File: config.mk
export PLATFORM = sky130hd
export DESIGN_NAME = pam4_frame_seq
export DESIGN_NICKNAME = d
export VERILOG_FILES = /design/src/rtl/pam4_frame_seq_pkg.sv /design/src/rtl/pam4_frame_seq_prbs7_lfsr.sv /design/src/rtl/pam4_frame_seq.sv
export SDC_FILE = /design/constraint.sdc
export NUM_CORES = 1
export LEC_CHECK = 0
export CORE_MARGIN = 2
export CORE_UTILIZATION = 33
export DETAILED_ROUTE_END_ITERATION = 10
export SYNTH_ARGS = -nofsm -noshare
export SYNTH_HDL_FRONTEND = slang
export SYNTH_SLANG_ARGS = --single-unit
File: constraint.sdc
create_clock -name clk -period 3 [get_ports clk]
set_clock_uncertainty 0.1 [all_clocks]
set_input_delay 0.9 -clock clk [delete_from_list [all_inputs] [get_ports clk]]
set_output_delay 0.9 -clock clk [all_outputs]
set_load 0.005 [all_outputs]
File: src/rtl/pam4_frame_seq_pkg.sv
// -----------------------------------------------------------------------------
// pam4_frame_seq_pkg
//   Shared definitions for the PAM4 frame sequencer.
//   - seq_state_e : FSM states IDLE=0, PREAMBLE=1, PAYLOAD=2, GAP=3
//   - PAM4_L0..L3 : PAM4 level indices, lowest to highest
//   - PRBS7_TAP_* : tap positions of the x^7+x^6+1 Fibonacci LFSR
//   - CNT_W       : width of the shared phase counter
//   - pam4_gray() : natural-to-Gray level mapping for the optional output stage
// -----------------------------------------------------------------------------
package pam4_frame_seq_pkg;

   typedef enum logic [1:0] {
      ST_IDLE     = 2'd0,
      ST_PREAMBLE = 2'd1,
      ST_PAYLOAD  = 2'd2,
      ST_GAP      = 2'd3
   } seq_state_e;

   localparam logic [1:0] PAM4_L0 = 2'b00;
   localparam logic [1:0] PAM4_L1 = 2'b01;
   localparam logic [1:0] PAM4_L2 = 2'b10;
   localparam logic [1:0] PAM4_L3 = 2'b11;

   localparam int unsigned PRBS7_TAP_HI = 6;
   localparam int unsigned PRBS7_TAP_LO = 5;

   localparam int unsigned CNT_W = 9;

   function automatic logic [1:0] pam4_gray(input logic [1:0] b);
      return b ^ {1'b0, b[1]};
   endfunction

endpackage

File: src/rtl/pam4_frame_seq_prbs7_lfsr.sv
// -----------------------------------------------------------------------------
// prbs7_lfsr
//   PRBS7 generator (x^7+x^6+1, Fibonacci). Advances two steps per request so
//   one PAM4 symbol consumes two fresh bits.
//   Ports:
//     clk    in   system clock
//     g_rst  in   async active-high reset, register returns to RST_SEED
//     load   in   reload register from seed (wins over step2)
//     step2  in   advance the register by two LFSR steps
//     seed   in   7-bit reload value
//     sym    out  current symbol {l[6], l[5]}
// -----------------------------------------------------------------------------
module prbs7_lfsr
   import pam4_frame_seq_pkg::*;
#(
   parameter logic [6:0] RST_SEED = 7'h7F
) (
   input  logic       clk,
   input  logic       g_rst,
   input  logic       load,
   input  logic       step2,
   input  logic [6:0] seed,
   output logic [1:0] sym
);

   logic [6:0] lfsr_q;
   logic [6:0] lfsr_d;
   logic       fb1;
   logic       fb2;

   // Two single steps folded together: the second feedback uses the taps
   // shifted down by one, which are still inside the current register.
   always_comb begin
      fb1    = lfsr_q[PRBS7_TAP_HI] ^ lfsr_q[PRBS7_TAP_LO];
      fb2    = lfsr_q[PRBS7_TAP_HI - 1] ^ lfsr_q[PRBS7_TAP_LO - 1];
      lfsr_d = lfsr_q;
      if (load) begin
         lfsr_d = seed;
      end else if (step2) begin
         lfsr_d = {lfsr_q[4:0], fb1, fb2};
      end
   end

   always_ff @(posedge clk or posedge g_rst) begin
      if (g_rst) begin
         lfsr_q <= RST_SEED;
      end else begin
         lfsr_q <= lfsr_d;
      end
   end

   assign sym = {lfsr_q[PRBS7_TAP_HI], lfsr_q[PRBS7_TAP_LO]};

endmodule

File: src/rtl/pam4_frame_seq.sv
// -----------------------------------------------------------------------------
// pam4_frame_seq
//   Waits for one complete slow_rst pulse, then streams PAM4 frames over
//   valid/ready: alternating preamble, reseeded PRBS7 payload, idle gap.
//   Ports:
//     clk        in   system clock
//     g_rst      in   async active-high global reset
//     slow_rst   in   slow reset pulse, synchronous to clk
//     sym_ready  in   downstream accepts on sym_valid & sym_ready
//     sym_valid  out  sym_data is valid
//     sym_data   out  PAM4 level index (00 lowest .. 11 highest)
//     sym_sof    out  first preamble symbol of a frame
//     busy       out  FSM in PREAMBLE, PAYLOAD or GAP
//   Build option: define PAM4_GRAY_EN to Gray-code sym_data; timing unchanged.
// -----------------------------------------------------------------------------
module pam4_frame_seq
   import pam4_frame_seq_pkg::*;
#(
   parameter int unsigned PREAMBLE_LEN = 32,
   parameter int unsigned PAYLOAD_LEN  = 256,
   parameter int unsigned GAP_LEN      = 8,
   parameter logic [6:0]  PRBS_SEED    = 7'h7F
) (
   input  logic       clk,
   input  logic       g_rst,
   input  logic       slow_rst,
   input  logic       sym_ready,
   output logic       sym_valid,
   output logic [1:0] sym_data,
   output logic       sym_sof,
   output logic       busy
);

   localparam logic [CNT_W-1:0] PRE_LAST = CNT_W'(PREAMBLE_LEN - 1);
   localparam logic [CNT_W-1:0] PAY_LAST = CNT_W'(PAYLOAD_LEN - 1);
   localparam logic [CNT_W-1:0] GAP_LAST = CNT_W'(GAP_LEN - 1);

   seq_state_e       state_q;
   logic             armed_q;
   logic [CNT_W-1:0] cnt_q;
   logic             valid_q;
   logic             sof_q;
   logic             busy_q;

   logic             accept;
   logic             lfsr_load;
   logic             lfsr_step2;
   logic [1:0]       prbs_sym;
   logic [1:0]       sym_nat;

   assign accept     = valid_q & sym_ready;
   // Reseed on every slow_rst and on the preamble->payload handover, so each
   // payload starts from PRBS_SEED regardless of history.
   assign lfsr_load  = slow_rst |
                       ((state_q == ST_PREAMBLE) & accept & (cnt_q == PRE_LAST));
   assign lfsr_step2 = (state_q == ST_PAYLOAD) & accept;

   prbs7_lfsr #(
      .RST_SEED (PRBS_SEED)
   ) u_lfsr (
      .clk   (clk),
      .g_rst (g_rst),
      .load  (lfsr_load),
      .step2 (lfsr_step2),
      .seed  (PRBS_SEED),
      .sym   (prbs_sym)
   );

   always_ff @(posedge clk or posedge g_rst) begin
      if (g_rst) begin
         state_q <= ST_IDLE;
         armed_q <= 1'b0;
         cnt_q   <= '0;
         valid_q <= 1'b0;
         sof_q   <= 1'b0;
         busy_q  <= 1'b0;
      end else if (slow_rst) begin
         // Also arms: the low period before the first pulse is ignored.
         state_q <= ST_IDLE;
         armed_q <= 1'b1;
         cnt_q   <= '0;
         valid_q <= 1'b0;
         sof_q   <= 1'b0;
         busy_q  <= 1'b0;
      end else begin
         case (state_q)
            ST_IDLE: begin
               if (armed_q) begin
                  state_q <= ST_PREAMBLE;
                  cnt_q   <= '0;
                  valid_q <= 1'b1;
                  sof_q   <= 1'b1;
                  busy_q  <= 1'b1;
               end
            end
            ST_PREAMBLE: begin
               if (accept) begin
                  sof_q <= 1'b0;
                  if (cnt_q == PRE_LAST) begin
                     state_q <= ST_PAYLOAD;
                     cnt_q   <= '0;
                  end else begin
                     cnt_q <= cnt_q + 1'b1;
                  end
               end
            end
            ST_PAYLOAD: begin
               if (accept) begin
                  if (cnt_q == PAY_LAST) begin
                     state_q <= ST_GAP;
                     cnt_q   <= '0;
                     valid_q <= 1'b0;
                  end else begin
                     cnt_q <= cnt_q + 1'b1;
                  end
               end
            end
            ST_GAP: begin
               if (cnt_q == GAP_LAST) begin
                  state_q <= ST_PREAMBLE;
                  cnt_q   <= '0;
                  valid_q <= 1'b1;
                  sof_q   <= 1'b1;
               end else begin
                  cnt_q <= cnt_q + 1'b1;
               end
            end
            default: begin
               state_q <= ST_IDLE;
               busy_q  <= 1'b0;
               valid_q <= 1'b0;
            end
         endcase
      end
   end

   // Symbol derives from held registers only, so it stays stable during stalls.
   always_comb begin
      sym_nat = PAM4_L0;
      case (state_q)
         ST_PREAMBLE: sym_nat = cnt_q[0] ? PAM4_L3 : PAM4_L0;
         ST_PAYLOAD:  sym_nat = prbs_sym;
         default:     sym_nat = PAM4_L0;
      endcase
   end

`ifdef PAM4_GRAY_EN
   assign sym_data = pam4_gray(sym_nat);
`else
   assign sym_data = sym_nat;
`endif

   assign sym_valid = valid_q;
   assign sym_sof   = sof_q;
   assign busy      = busy_q;

endmodule

==> impl_metrics.yaml, run 1 <==
status:
  status: "finished, final reports clean"
placed_design:
  portBuffers: 8
  post-dp-hpwl_mm: 2.04
  dpl.cell_count: 199
  gp_congestion: 0.838
cts:
  hold_buffers: 0
  clkSinkCount: 22
  insertion_delay_ns: 0.27
  cts_tree: "done"
  clk_pin_slew_ns: 0.08
  cts-root-buf: "clkbuf_8"
  cts_setup_buffers: 0
  cts_buffers: 3
  cts_resized: 0
  clk_path_buf_depth: 2
  htree_num_levels: 1
floorplan:
  die_w_um: 66.9
  die_area_um2: 4480
  rows: 22
  die_h_um: 66.9
  core_area_um2: 3740
  start_util_pct: 34.9
  io_pins: 9
power:
  p_sw_uw: 323
  combPwrFrac_pct: 37.4
  p_per_area_nw_per_um2: 612
  intPower_uw: 608
  peakVddDrop_v: 0.000366
  p_leak_nw: 0.612
  switching_share_pct: 34.7
  clock_power_share_pct: 23.2
  finalPower_uw: 932
  pwr-share-seq_pct: 39.4
yosys:
  ys_ff_latch: 22
  synthFlopType: "dfrtp_1"
  synth_top_area_cell: "dfrtp_1"
  seq_area_frac_synth_pct: 42.8
  yosysMostFrequentCell: "nand2_1"
  yosysWarnings: 0
  synth_area_um2: 1310
  async_flop_share_pct: 100
  syn_avg_cell_area_um2: 9.26
  yosys-top-cells-count: "nand2_1, dfrtp_1, inv_1, o22ai_1, a21oi_1"
  synth_cells: 141
  syn-num-nets: 153
  synth.distinct_cells: 38
  synth_top_area_share_pct: 28.7
  synth_edf_count: 0
  synth.area.top_cells: "dfrtp_1, dfstp_2, ha_1, nand2_1, o22ai_1"
global_route:
  grt-ovfl-total: 0
  first_global_vias: 1073
  grt_pass1_wl_mm: 4.80
  grt_max_degree: 23
  antenna_found_initial: 0
  grtUsageTotal_pct: 14.1
timing:
  max_slew_margin_pct: 65.6
  max_freq_ghz: 0.351
  period_minus_slack_ns: 2.85
  tns_ns: 0
  whs_ns: 0.427
  tightestPinTransition_ns: 0.509
  hold_viol: 0
  rsz0062_at_grt: "false"
  post-route-period-util_pct: 94.8
  setup_viol: 0
  report.final.slew_viol_count: 0
detailed_routing:
  drt-initial-drc-count: 23
  postRouteAntennaNets: 0
  vias_per_cell: 5.30
  wl_mm: 2.73
  drcViolationCount: 0
  avgRoutedWirePerCell_um: 13.4
  drt_first_pass_iters: 4
  vias: 1076
worst_setup_path:
  cp-end-kind: "output pin"
  crit_slowest_cell: "clkdlybuf4s50_1"
  crit_fanout: 4
  crit_type: "flop to output pin"
  cp.required_ns: 2.00
  critPathMaxStageDelay_ns: 0.52
  critical-path-top-delay-family: "buffers and inverters"
  cp_num_buf_inv: 3
  worst_ep_arrival_time_ns: 1.85
  reg2regPathDepth: 10
  path_cells: "inv_1, ha_1, inv_1, a21oi_1, clkdlybuf4s50_1"
  path_common_cell: "inv_1"
  cp-start-kind: "flop"
  cp.depth: 5
  r2r_slack_ns: 0.35
layout:
  drive_gt1_share_pct: 14.2
  fillers: 397
  num_antenna_cells: 0
  stdcell_count: 203
  syn_to_final_growth_pct: 16.6
  multi_input_area_um2: 689
  final-seq-area_um2: 559
  final_util_pct: 40.7
  final_nets: 168
hold_path:
  hold_path_depth: 2
  hold_path.class: "flop to flop"
flow_run:
  drv_cap: 0
## cells by family after synthesis
| family | share of synthesized area (%) |
|---|---|
| AND/OR/NAND/NOR | 20.5 |
| AO/OA/AOI/OAI | 21.5 |
| flip-flops | 42.8 |
| buffers and inverters | 4.60 |
| adder cells (fa/ha/maj) | 7.66 |
| XOR/XNOR | 1.34 |
| multiplexers | 1.63 |
## worst min-delay path, delay by kind of cell, from the launching register on
| kind | cells | cell delay (ns) |
|---|---|---|
| AND/OR/NAND/NOR | 1 | 0.08 |
| AO/OA/AOI/OAI | 1 | 0.05 |
| flip-flops | 1 | 0.36 |
## cell type report
class                      instances  share of cell area, %
clock buffer                       4                   3.62
sequential                        22                   36.7
tap                               48                   3.94
inverter                          15                   3.70
timing repair buffer              11                   6.74
multi-input combinational        103                   45.3
## worst paths after layout
check,from,endpoint
worst min-delay path,busy$_DFFE_PP0P_,busy$_DFFE_PP0P_
worst min register to register,busy$_DFFE_PP0P_,busy$_DFFE_PP0P_
max in group asynchronous,g_rst,u_lfsr.lfsr_q[0]$_DFFE_PP1P_
min in group asynchronous,g_rst,armed_q$_DFFE_PP0P_
worst max register to register,cnt_q[0]$_DFFE_PP0P_,cnt_q[3]$_DFFE_PP0P_
worst max-delay path,state_q[1]$_DFFE_PP0P_,sym_data[0]
## power by group through the flow
stage	Combinational [mW]	Sequential, mW	Clock [mW]
after floorplan	0.240	0.365	0
after global placement	0.343	0.369	0
after detailed placement	0.348	0.372	0
after CTS	0.350	0.367	0.221
after global routing	0.388	0.374	0.235
final	0.348	0.367	0.216
## per-stage QoR
stage               setup slack, ns  cell area [um2]
floorplan                     0.755             1310
global placement              0.385             1470
detailed placement            0.380             1470
CTS                          0.0886             1520
global route                0.00130             1520
finish                        0.155             1520
## registers in the layout, summed over array words and instances (netlist names)
| register | flops |
|---|---|
| busy | 1 |
| sym_sof | 1 |
| armed_q | 1 |
| sym_valid | 1 |
| state_q | 2 |
| u_lfsr.lfsr_q | 7 |
| cnt_q | 9 |
## layer usage
layer	vias to the layer above	GRT usage, %	wire length [um]
li1	535	-	-
met1	514	18.2	1280
met2	22	23.3	1320
met3	5	2.03	80
met4	0	6.12	46
met5	-	0	0
## placed cells by master, fill, tap and decap left out, types with 2 or more instances in the layout
master,instances
o22ai_1,12
buf_4,3
clkbuf_8,4
inv_1,15
dfrtp_1,15
nand3_1,5
nor2_1,6
ha_1,7
o21ai_0,4
xor2_1,2
nand4_1,5
nand2_1,23
a21oi_1,10
dfstp_2,7
clkdlybuf4s50_1,8
and3_1,2
nand2b_1,3
No activity file was read; power rests on OpenSTA's default activity.
==> inputs of run 2 (changes only) <==
DONT_BUFFER_PORTS = 1   (was not set)
==> impl_metrics.yaml, run 2 (synthesis results as in run 1) <==
layout:
  largest_reg_flops: 9
  num_antenna_cells: 0
  mostFrequentLayoutCell: "nand2_1"
  largestRegisters: "cnt_q (9), u_lfsr.lfsr_q (7), state_q (2)"
  drive_gt1_share_pct: 11.8
  final_area_um2: 1410
  final_nets: 157
  syn_to_final_growth_pct: 7.76
  final_cell_mix: "nand2_1, inv_1, dfrtp_1, o22ai_1, a21oi_1"
  top_register: "cnt_q"
global_route:
  grt-ovfl-total: 0
  grtUsageTotal_pct: 13.4
  grt_max_degree: 23
  first_global_vias: 1006
  antenna_found_initial: 0
  grt_pass1_wl_mm: 4.58
worst_setup_path:
  critPathMaxStageDelay_ns: 0.44
  worst_ep_arrival_time_ns: 2.65
  cp-start-kind: "flop"
  crit_slowest_cell: "dfrtp_1"
  crit_type: "flop to flop"
  cp.required_ns: 3.07
  path_cells: "ha_1, and2_1, nand4_1, inv_1, ha_1, nor2b_1, nor2_1, a21oi_2, nand2_2, o21ai_0"
  path_common_cell: "ha_1"
  cp_num_buf_inv: 1
  crit_fanout: 7
  cp-end-kind: "flop"
  critical-path-top-delay-family: "simple AND/OR/NAND/NOR gates"
placed_design:
  post_dp_cell_area_um2: 1360
  portBuffers: 0
  post-dp-hpwl_mm: 2.00
  gp_congestion: 0.762
  dpl_worst_slack_ns: 0.481
detailed_routing:
  wl_mm: 2.61
  avgRoutedWirePerCell_um: 13.6
  drt_first_pass_iters: 4
  drt-initial-drc-count: 29
  vias_per_cell: 5.39
  vias: 1034
  drcViolationCount: 0
  postRouteAntennaNets: 0
floorplan:
  die_w_um: 66.9
  start_util_pct: 34.9
  core_area_um2: 3740
  die_area_um2: 4480
  io_pins: 9
  die_h_um: 66.9
  rows: 22
power:
  combPwrFrac_pct: 34.8
  p_per_area_nw_per_um2: 604
  switching_share_pct: 36.1
  p_sw_uw: 307
  peakVddDrop_v: 0.000361
  p_leak_nw: 0.563
  intPower_uw: 543
  pwr-share-seq_pct: 43.3
  clock_power_share_pct: 22.0
  finalPower_uw: 850
flow_run:
  drv_cap: 0
timing:
  max_slew_margin_pct: 44.2
  rsz0062_at_grt: "false"
  period_minus_slack_ns: 2.57
  report.final.slew_viol_count: 0
  setup_viol: 0
  tightestPinTransition_ns: 0.836
  post-route-period-util_pct: 85.8
  setup_slack_ns: 0.427
  tns_ns: 0
  hold_viol: 0
  max_freq_ghz: 0.389
  whs_ns: 0.408
cts:
  htree_num_levels: 1
  clk_pin_slew_ns: 0.08
  cts_resized: 0
  clkSinkCount: 22
  cts_buffers: 3
  cts_tree: "done"
  cts_setup_buffers: 0
  clk_path_buf_depth: 2
  insertion_delay_ns: 0.26
  hold_buffers: 0
  cts-root-buf: "clkbuf_8"
hold_path:
  hold_path.class: "flop to flop"
status:
  status: "finished, final reports clean"
==> run 2: changes by cell type in the layout (fill, tap and decap cells not counted), sizes merged <==
cell / delta
clkdlybuf4s50: -8
buf: -3
==> run 2: final timing paths <==
kind	from	end	slack [ns]	cells after the start
worst max-delay path	cnt_q[0]$_DFFE_PP0P_	cnt_q[2]$_DFFE_PP0P_	0.43	10
worst min-delay path	armed_q$_DFFE_PP0P_	armed_q$_DFFE_PP0P_	0.41	2
worst max register to register	cnt_q[0]$_DFFE_PP0P_	cnt_q[2]$_DFFE_PP0P_	0.43	10
worst min register to register	armed_q$_DFFE_PP0P_	armed_q$_DFFE_PP0P_	0.41	2
max in group asynchronous	g_rst	busy$_DFFE_PP0P_	1.69	1
min in group asynchronous	g_rst	cnt_q[7]$_DFFE_PP0P_	0.60	1
==> run 2: through the flow <==
| step | cells | utilization (%) |
|---|---|---|
| final | 192 | 37.6 |
| after global routing | 192 | 37.6 |
| after CTS | 192 | 37.6 |
| after detailed placement | 188 | 36.4 |
| after global placement | 188 | 36.4 |
| after floorplan | 141 | - |
==> run 2: layout make-up <==
| cell class | count | area, um2 |
|---|---|---|
| fillers | 414 | 2340 |
| multi-input cells | 103 | 687 |
| inverters | 15 | 56.3 |
| flip-flops and latches | 22 | 559 |
| well taps | 48 | 60.1 |
| clock buffers | 4 | 45.0 |
==> run 2: layer usage <==
layer  vias up  GRT usage, %  routed length, um
met1       503          17.4               1260
met5         -             0                  0
met4         0          4.59                 22
li1        515             -                  -
met2        14          22.3               1260
met3         2          2.36                 69
==> run 2: worst min-delay path: stages, from the launching register on <==
cell,delay [ns]
dfrtp_1,0.36
inv_1,0.06
nand2_1,0.06
==> run 2: power groups by stage <==
stage	logic, mW	registers, mW	clock network [mW]
after floorplan	0.240	0.365	0
after global placement	0.286	0.372	0
after detailed placement	0.296	0.374	0
after CTS	0.297	0.368	0.195
after global routing	0.325	0.375	0.207
final	0.296	0.368	0.187
==> inputs of run 3 (changes only) <==
clock period = 2.8 ns   (was 3 ns; I/O delays follow)
==> impl_metrics.yaml, run 3 (synthesis results as in run 1) <==
status:
  status: "finished, final reports clean"
detailed_routing:
  drcViolationCount: 0
  avgRoutedWirePerCell_um: 13.5
  wl_mm: 2.61
  vias: 1032
  postRouteAntennaNets: 0
  drt-initial-drc-count: 34
  drt_first_pass_iters: 4
  vias_per_cell: 5.35
layout:
  final_nets: 158
  syn_to_final_growth_pct: 9.10
  mostFrequentLayoutCell: "nand2_1"
  top_register: "cnt_q"
  largestRegisters: "cnt_q (9), u_lfsr.lfsr_q (7), state_q (2)"
  largest_reg_flops: 9
  drive_gt1_share_pct: 13.1
  num_antenna_cells: 0
  final_cell_mix: "nand2_1, inv_1, dfrtp_1, o22ai_1, a21oi_1"
worst_setup_path:
  r2r_slack_ns: 0.38
  cp-end-kind: "flop"
  crit_fanout: 7
  cp.required_ns: 2.89
  reg2regPathDepth: 10
  cp-start-kind: "flop"
  worst_ep_arrival_time_ns: 2.50
  crit_type: "flop to flop"
floorplan:
  io_pins: 9
  start_util_pct: 34.9
  core_area_um2: 3740
  die_area_um2: 4480
  die_w_um: 66.9
  die_h_um: 66.9
  rows: 22
timing:
  max_slew_margin_pct: 46.9
  hold_viol: 0
  tightestPinTransition_ns: 0.796
  rsz0062_at_grt: "false"
  max_freq_ghz: 0.414
  setup_viol: 0
  report.final.slew_viol_count: 0
  tns_ns: 0
  post-route-period-util_pct: 86.3
  period_minus_slack_ns: 2.42
cts:
  htree_num_levels: 1
  clk_pin_slew_ns: 0.07
  cts_resized: 0
  clk_path_buf_depth: 2
  cts_setup_buffers: 0
  cts_tree: "done"
  cts_buffers: 3
  cts-root-buf: "clkbuf_8"
  clkSinkCount: 22
  hold_buffers: 0
  insertion_delay_ns: 0.26
power:
  p_per_area_nw_per_um2: 663
  p_leak_nw: 0.574
  finalPower_uw: 945
  peakVddDrop_v: 0.000442
global_route:
  grtUsageTotal_pct: 13.1
  antenna_found_initial: 0
  grt-ovfl-total: 0
  first_global_vias: 988
  grt_pass1_wl_mm: 4.45
  grt_max_degree: 23
placed_design:
  portBuffers: 0
  post-dp-hpwl_mm: 1.97
  gp_congestion: 0.824
flow_run:
  drv_cap: 0
hold_path:
  hold_path_depth: 2
  hold_path.class: "flop to flop"
run 3: changes by cell type in the layout (fill, tap and decap cells not counted):
cell and delta:
clkbuf_1 -1, clkbuf_8 +1, buf_4 +1
run 3: final timing paths:
kind / startpoint / end
max: cnt_q[0]$_DFFE_PP0P_ / cnt_q[3]$_DFFE_PP0P_
min: armed_q$_DFFE_PP0P_ / armed_q$_DFFE_PP0P_
max reg2reg: cnt_q[0]$_DFFE_PP0P_ / cnt_q[3]$_DFFE_PP0P_
min reg2reg: armed_q$_DFFE_PP0P_ / armed_q$_DFFE_PP0P_
max in group asynchronous: g_rst / state_q[0]$_DFFE_PP0P_
min in group asynchronous: g_rst / cnt_q[7]$_DFFE_PP0P_
run 3: power breakdown:
part           total, mW  internal (mW)  leakage [nW]  switching (mW)
clock network      0.227          0.125        0.0288           0.101
logic              0.321          0.130         0.274           0.191
registers          0.397          0.354         0.271          0.0435
run 3: through the flow:
stage / area (um2) / hold slack (ns) / worst slack (ns) / utilization (%) / instances
2_1_floorplan: 1310 / 0.354 / 0.555 / - / 141
3_3_place_gp: 1370 / 0.375 / 0.499 / 36.6 / 189
3_5_place_dp: 1370 / 0.390 / 0.432 / 36.6 / 189
4_1_cts: 1430 / 0.407 / 0.383 / 38.1 / 193
5_1_grt: 1430 / 0.431 / 0.187 / 38.1 / 193
6_report: 1430 / 0.409 / 0.382 / 38.1 / 193
run 3: area by class of cell:
class / instances / area [um2]
fillers: 381 / 2320
multi-input cells: 103 / 687
flip-flops and latches: 22 / 559
well taps: 48 / 60.1
inverters: 15 / 56.3
clock buffers: 4 / 55.1
repair buffers: 1 / 7.51
run 3: worst max-delay path, cell delays in order (launching register included):
cell     delay [ns]
dfrtp_1        0.45
ha_1           0.29
and2_1         0.19
nand4_1        0.11
inv_1          0.05
ha_1           0.18
nor2b_1        0.19
nor2_1         0.11
a21oi_2        0.31
nand2_2        0.15
o22ai_1        0.20
run 3: routing by layer:
layer / global-route usage [%] / vias to the layer above / wire length [um]
met2: 21.3 / 11 / 1240
met1: 16.5 / 502 / 1250
li1: - / 514 / -
met5: 0 / - / 0
met4: 4.59 / 0 / 33
met3: 3.72 / 5 / 89
